## src/rtl/mem_stage.sv

```systemverilog
// mem_stage: MEM pipeline stage plus the MEM/WB pipeline register.
//
// The stage takes the registered EX/MEM control and data and runs one req/ack
// transaction per memory op against the data memory. While an access is
// outstanding it raises mem_stall so the upstream stages hold. Misaligned
// accesses and accesses that get no ack within TIMEOUT wait cycles turn into
// writeback bubbles that carry a one-cycle error flag.
//
// Ports:
//   clock, reset                 rising-edge clock, async active-high reset
//   MEM_*                        EX/MEM register contents (address/result,
//                                store data, rd, RegWrite, MemToReg, WEN, REN)
//   dmem_req/we/addr/wdata       registered request to the data memory
//   dmem_ack, dmem_rdata         single-cycle completion pulse and load data
//   mem_stall                    combinational hold for PC/IF_ID/ID_EX/EX_MEM
//   WB_*                         MEM/WB register, WB_AddrErr/WB_BusErr pulses
module mem_stage #(
  parameter int unsigned TIMEOUT = 255,
  parameter int unsigned CNT_W   = 8
) (
  input  logic        clock,
  input  logic        reset,
  input  logic [31:0] MEM_ALUResult,
  input  logic [31:0] MEM_StoreData,
  input  logic [4:0]  MEM_RD,
  input  logic        MEM_RegWrite,
  input  logic        MEM_MemToReg,
  input  logic        MEM_MEM_WEN,
  input  logic        MEM_MEM_REN,
  output logic        dmem_req,
  output logic        dmem_we,
  output logic [31:0] dmem_addr,
  output logic [31:0] dmem_wdata,
  input  logic        dmem_ack,
  input  logic [31:0] dmem_rdata,
  output logic        mem_stall,
  output logic        WB_RegWrite,
  output logic        WB_MemToReg,
  output logic [4:0]  WB_RD,
  output logic [31:0] WB_ALUResult,
  output logic [31:0] WB_ReadData,
  output logic        WB_AddrErr,
  output logic        WB_BusErr
);

  typedef enum logic [0:0] {StIdle, StWait} state_e;

  state_e           state_q, state_d;
  logic [CNT_W-1:0] cnt_q, cnt_d;

  logic        req_d, we_d;
  logic [31:0] addr_d, wdata_d;
  logic        wb_regwrite_d, wb_memtoreg_d, wb_addr_err_d, wb_bus_err_d;
  logic [4:0]  wb_rd_d;
  logic [31:0] wb_alu_d, wb_rdata_d;

  logic acc, mis, is_load, both_rw, timeout_hit;

  assign acc         = MEM_MEM_REN | MEM_MEM_WEN;
  assign mis         = acc & (MEM_ALUResult[1:0] != 2'b00);
  // With both REN and WEN set the access is performed as a write.
  assign both_rw     = MEM_MEM_REN & MEM_MEM_WEN;
  assign is_load     = MEM_MEM_REN & ~MEM_MEM_WEN;
  assign timeout_hit = (cnt_q == CNT_W'(TIMEOUT - 1));

  always_comb begin
    state_d       = state_q;
    cnt_d         = cnt_q;
    req_d         = dmem_req;
    we_d          = dmem_we;
    addr_d        = dmem_addr;
    wdata_d       = dmem_wdata;
    mem_stall     = 1'b0;
    // Every edge loads the WB register; the default is a bubble.
    wb_regwrite_d = 1'b0;
    wb_memtoreg_d = 1'b0;
    wb_rd_d       = 5'd0;
    wb_alu_d      = 32'd0;
    wb_rdata_d    = 32'd0;
    wb_addr_err_d = 1'b0;
    wb_bus_err_d  = 1'b0;

    unique case (state_q)
      StIdle: begin
        if (mis) begin
          wb_alu_d      = MEM_ALUResult;
          wb_addr_err_d = 1'b1;
        end else if (acc) begin
          mem_stall = 1'b1;
          state_d   = StWait;
          req_d     = 1'b1;
          we_d      = MEM_MEM_WEN;
          addr_d    = MEM_ALUResult;
          wdata_d   = MEM_StoreData;
          cnt_d     = '0;
        end else begin
          wb_regwrite_d = MEM_RegWrite;
          wb_memtoreg_d = MEM_MemToReg;
          wb_rd_d       = MEM_RD;
          wb_alu_d      = MEM_ALUResult;
        end
      end
      StWait: begin
        // An ack on the timeout cycle still completes the access.
        if (dmem_ack) begin
          state_d       = StIdle;
          req_d         = 1'b0;
          wb_regwrite_d = MEM_RegWrite & ~both_rw;
          wb_memtoreg_d = MEM_MemToReg;
          wb_rd_d       = MEM_RD;
          wb_alu_d      = MEM_ALUResult;
          wb_rdata_d    = is_load ? dmem_rdata : 32'd0;
        end else if (timeout_hit) begin
          state_d      = StIdle;
          req_d        = 1'b0;
          wb_bus_err_d = 1'b1;
        end else begin
          mem_stall = 1'b1;
          cnt_d     = cnt_q + 1'b1;
        end
      end
    endcase
  end

  always_ff @(posedge clock or posedge reset) begin
    if (reset) begin
      state_q      <= StIdle;
      cnt_q        <= '0;
      dmem_req     <= 1'b0;
      dmem_we      <= 1'b0;
      dmem_addr    <= 32'd0;
      dmem_wdata   <= 32'd0;
      WB_RegWrite  <= 1'b0;
      WB_MemToReg  <= 1'b0;
      WB_RD        <= 5'd0;
      WB_ALUResult <= 32'd0;
      WB_ReadData  <= 32'd0;
      WB_AddrErr   <= 1'b0;
      WB_BusErr    <= 1'b0;
    end else begin
      state_q      <= state_d;
      cnt_q        <= cnt_d;
      dmem_req     <= req_d;
      dmem_we      <= we_d;
      dmem_addr    <= addr_d;
      dmem_wdata   <= wdata_d;
      WB_RegWrite  <= wb_regwrite_d;
      WB_MemToReg  <= wb_memtoreg_d;
      WB_RD        <= wb_rd_d;
      WB_ALUResult <= wb_alu_d;
      WB_ReadData  <= wb_rdata_d;
      WB_AddrErr   <= wb_addr_err_d;
      WB_BusErr    <= wb_bus_err_d;
    end
  end

endmodule
```

## config.mk

```make
export PLATFORM = sky130hd
export DESIGN_NAME = mem_stage
export DESIGN_NICKNAME = d
export VERILOG_FILES = /design/src/rtl/mem_stage.sv
export SDC_FILE = /design/constraint.sdc
export NUM_CORES = 1
export LEC_CHECK = 0
export ABC_AREA = 0
export BUFFER_PORTS_ARGS = -buffer_cell sky130_fd_sc_hd__buf_4
export CORE_MARGIN = 8
export CORE_UTILIZATION = 40
export DETAILED_ROUTE_END_ITERATION = 12
export PLACE_DENSITY = 0.81
export REMOVE_ABC_BUFFERS = 1
export SLEW_MARGIN = 10
export SYNTH_ARGS = -nofsm -noshare
export SYNTH_HDL_FRONTEND = slang
export SYNTH_SLANG_ARGS = --single-unit
```

## constraint.sdc

```tcl
create_clock -name clock -period 5.7 [get_ports clock]
set_input_delay 0.57 -clock clock [delete_from_list [all_inputs] [get_ports clock]]
set_output_delay 0.57 -clock clock [all_outputs]
set_load 0.03 [all_outputs]
```

==> summary.md <==
| Metric | Value |
|---|---|
| DR vias | 3649 |
| Clk_lat worst skew | roughly 0.41 ns |
| Status | finished, final reports clean |
| Synthesized instance count | 353 |
| Post-synth cell types | 32 |
| CTS Root Cell | clkbuf_16 |
| Floorplan row count | 42 |
| Routed vias/inst | 4.590 |
| CP max-delay cell | buf_4 |
| Cells along the critical path | nor4_4 > buf_4 > nor2b_1 > inv_1 > buf_4 |
| Crit Path Class | register to primary output |
| Reg2reg end | cnt_q[5] |
| Placed Area | about 7300 sq um |
| Worst-case vdd ir drop | ~0.15 mV |
| FF-to-FF path depth | 4 |
| Ys async rst share | 100.0% |
| Worst Max-Slew Pin Slew | approximately 1 ns |
| Critical path's largest stage delay | about 0.7 ns |
| Setup_tns | 0 ns |
| Post-DP HPWL | ~11 mm |
| Pin count of the biggest net entering global routing | 80 |
| RSZ-0062 raised after global routing | no |
| CTS resizes | 0 |
| Crit end category | primary output |
| Grt ovf | 0 |
| CTS tree | built |
| Hold Path Class | input port to asynchronous set/reset pin |
| Max-cap violations | 0 |
| WP data required | roughly 5 ns |
| Synth Flop Type | dfrtp_1 |
| Die height | between 100 and 150 microns |
| Final-report hold violation count | 0 |
| Sink Count | roughly 150 |
| CP dominant cell by count | buf_4 |
| Total Power | just over 3000 uW |
| DRT Pass-1 Iters | 4 |
| Post-synth EDFFs | 0 |
| Bufs on Longest Clock Path | 2 |
| Htree depth | 4 |
| Fmax | between 300 and 400 MHz |
| Port Buffers | roughly 250 |
| Post-CTS setup buffers | 0 |
| Post-synthesis sequential area ratio | between 60 and 70% |
| Synthesis-stage register bit count | around 150 |
| Area Growth Syn to Fin | 47.98% |
| Initial antenna violation count | 0 |
| Total track usage | between 15 and 20% |
| Final wirelength | between 10 and 15 mm |
| First DRT Iteration DRCs | 162 |
| Post-route ant nets | 0 |
| Vias in the first global route | 4099 |
| Critical path arrival | 2.60 ns |
| Synth warnings | 0 |
| Worst flop-to-flop path startpoint | state_q |
| Pleak | slightly below 0.004 uW |
| Pwr Density | around 390 nW/um^2 |
| Final nets | ~720 |
| Final period util | 55.54% |
| Max Clock Skew | 0.007707 ns |
| Top Ports | approximately 250 |
| Setup slack, reg-to-reg | ~3.4 ns |
| Initial core utilization | 40.53% |
| Hold buffer count at cts | 0 |
| Core area | ~13000 sq um |
| Drt drc | 0 |
| Diodes inserted | 0 |
| First-pass GRT wire length | 22.47 mm |
| Die W | roughly 130 microns |
| Slew Limit Fails | 0 |
| Die area | around 17000 sq um |
| Crit path max fanout | 67 |
| Share of layout cells above drive strength 1 | 56.38% |
| Synth Area per Inst | roughly 15 sq um |
| Slew margin rel. | between 30 and 40% |
| Final Setup Violations | 0 |
| Design area | between 7000 and 8000 sq um |
| Reg clk slew, reported paths | approximately 0.06 ns |
| Minimum clock period | 3.166 ns |
| Synth Cell Area | between 5000 and 6000 sq um |
| Num CTS Buffers | 17 |
| Crit path launch type | register |
| DR WL/cell | 17.60 microns |
| Filler cell count | 1060 |
| GPL Wtd Cong | 0.8370 |
[final cells by class]
class	instances	area [sq um]	area share [%]
timing repair buffer	250	1877	23.82
clock inverter	9	81.33	1.032
multi-input combinational	186	1514	19.21
sequential	148	3704	47.00
tap	176	220.2	2.795
inverter	4	20.02	0.2540
clock buffer	22	464.2	5.891
[Yosys cell counts (4+ instances only)]
| master | count | area (sq um) |
|---|---|---|
| mux2_2 | 64 | 720.7 |
| nor3_1 | 5 | 25.02 |
| clkbuf_1 | 7 | 26.28 |
| buf_6 | 5 | 56.30 |
| inv_1 | 4 | 15.01 |
| and2_1 | 70 | 437.9 |
| nor2_1 | 6 | 22.52 |
| nor2b_1 | 4 | 25.02 |
| a22o_1 | 4 | 35.03 |
| dfrtp_1 | 148 | 3704 |
| nand2_1 | 6 | 22.52 |
[worst max-delay path by stage]
stage | startpoint | endpoint | slack (ns) | cells after the start
floorplan | reset | WB_ALUResult[0] | 1.15 | 1
global placement | MEM_MEM_WEN | mem_stall | 2.80 | 7
detailed placement | MEM_MEM_WEN | mem_stall | 2.73 | 7
CTS | state_q | mem_stall | 2.44 | 5
global route | state_q | mem_stall | 2.30 | 5
finish | state_q | mem_stall | 2.53 | 5
[per-stage QoR]
stage          cells  worst slack (ns)  utilization, %  hold WS [ns]
2_1_floorplan    338             1.150               -        0.5065
3_3_place_gp     764             2.799           55.83        0.4915
3_5_place_dp     764             2.732           55.83        0.4939
4_1_cts          795             2.442           59.98        0.2517
5_1_grt          795             2.296           59.98        0.2826
6_report         795             2.534           59.98        0.2371
[critical path: cells and delay by family (launching register included)]
| family | cells | cell delay [ns] |
|---|---|---|
| buf+inv | 3 | 1.03 |
| flops | 1 | 0.55 |
| simple gates | 2 | 0.61 |
[where the power goes]
part,switching [uW],internal (uW)
clock network,400,618
logic,451,331
registers,85.1,1200
[kinds of logic (layout without fill, tap and decap cells)]
family / after synthesis / in the layout / share of synthesized area [%]
muxes: 64 / 64 / 13.53
adders and majority gates: 2 / 2 / 0.4698
buffers and inverters: 19 / 285 / 2.162
DFF: 148 / 148 / 69.55
AOI/OAI and AO/OA: 17 / 17 / 2.561
and+or+nand+nor: 103 / 103 / 11.72
[flip-flops by register name, summed over array words and instances (netlist names)]
signal / cells
WB_ReadData: 32
dmem_req: 1
dmem_wdata: 32
WB_ALUResult: 32
WB_AddrErr: 1
WB_RegWrite: 1
dmem_we: 1
WB_RD: 5
cnt_q: 8
state_q: 1
dmem_addr: 32
WB_MemToReg: 1
WB_BusErr: 1
[per-layer routing]
metal | vias to the layer above | wire [microns] | GRT usage [%]
met5 | - | 0 | 0
met4 | 0 | 174 | 5.680
met3 | 15 | 1553 | 9.184
met2 | 179 | 6929 | 27.02
met1 | 1762 | 5336 | 17.72
li1 | 1693 | - | -
[layout by cell type (no fill, tap or decap)]
master | netlist | final
nor3_1 | 5 | 5
dfrtp_1 | 148 | 148
clkbuf_8 | 0 | 2
clkinv_2 | 0 | 5
clkbuf_1 | 7 | 3
o21ai_0 | 3 | 3
inv_1 | 4 | 3
o2bb2ai_1 | 1 | 1
ha_1 | 2 | 2
a21o_1 | 2 | 2
o21bai_4 | 1 | 1
a21oi_1 | 1 | 1
nor3b_2 | 0 | 1
buf_4 | 1 | 250
or4_1 | 1 | 1
nor2b_1 | 4 | 3
inv_6 | 0 | 1
nand4_1 | 1 | 1
mux2_2 | 64 | 64
and2_1 | 70 | 70
bufinv_16 | 0 | 1
o22ai_1 | 1 | 1
nand3_1 | 3 | 3
o31ai_1 | 1 | 1
nor4b_1 | 1 | 1
and3_1 | 1 | 1
nand2_1 | 6 | 6
nor2b_2 | 0 | 1
nor2_1 | 6 | 6
a211o_1 | 2 | 2
nor4_4 | 1 | 1
o21a_1 | 1 | 1
nand2b_1 | 1 | 1
clkinv_4 | 0 | 3
or2_2 | 2 | 2
a22o_1 | 4 | 4
clkbuf_16 | 0 | 17
Power figures use the tool's default switching activity.
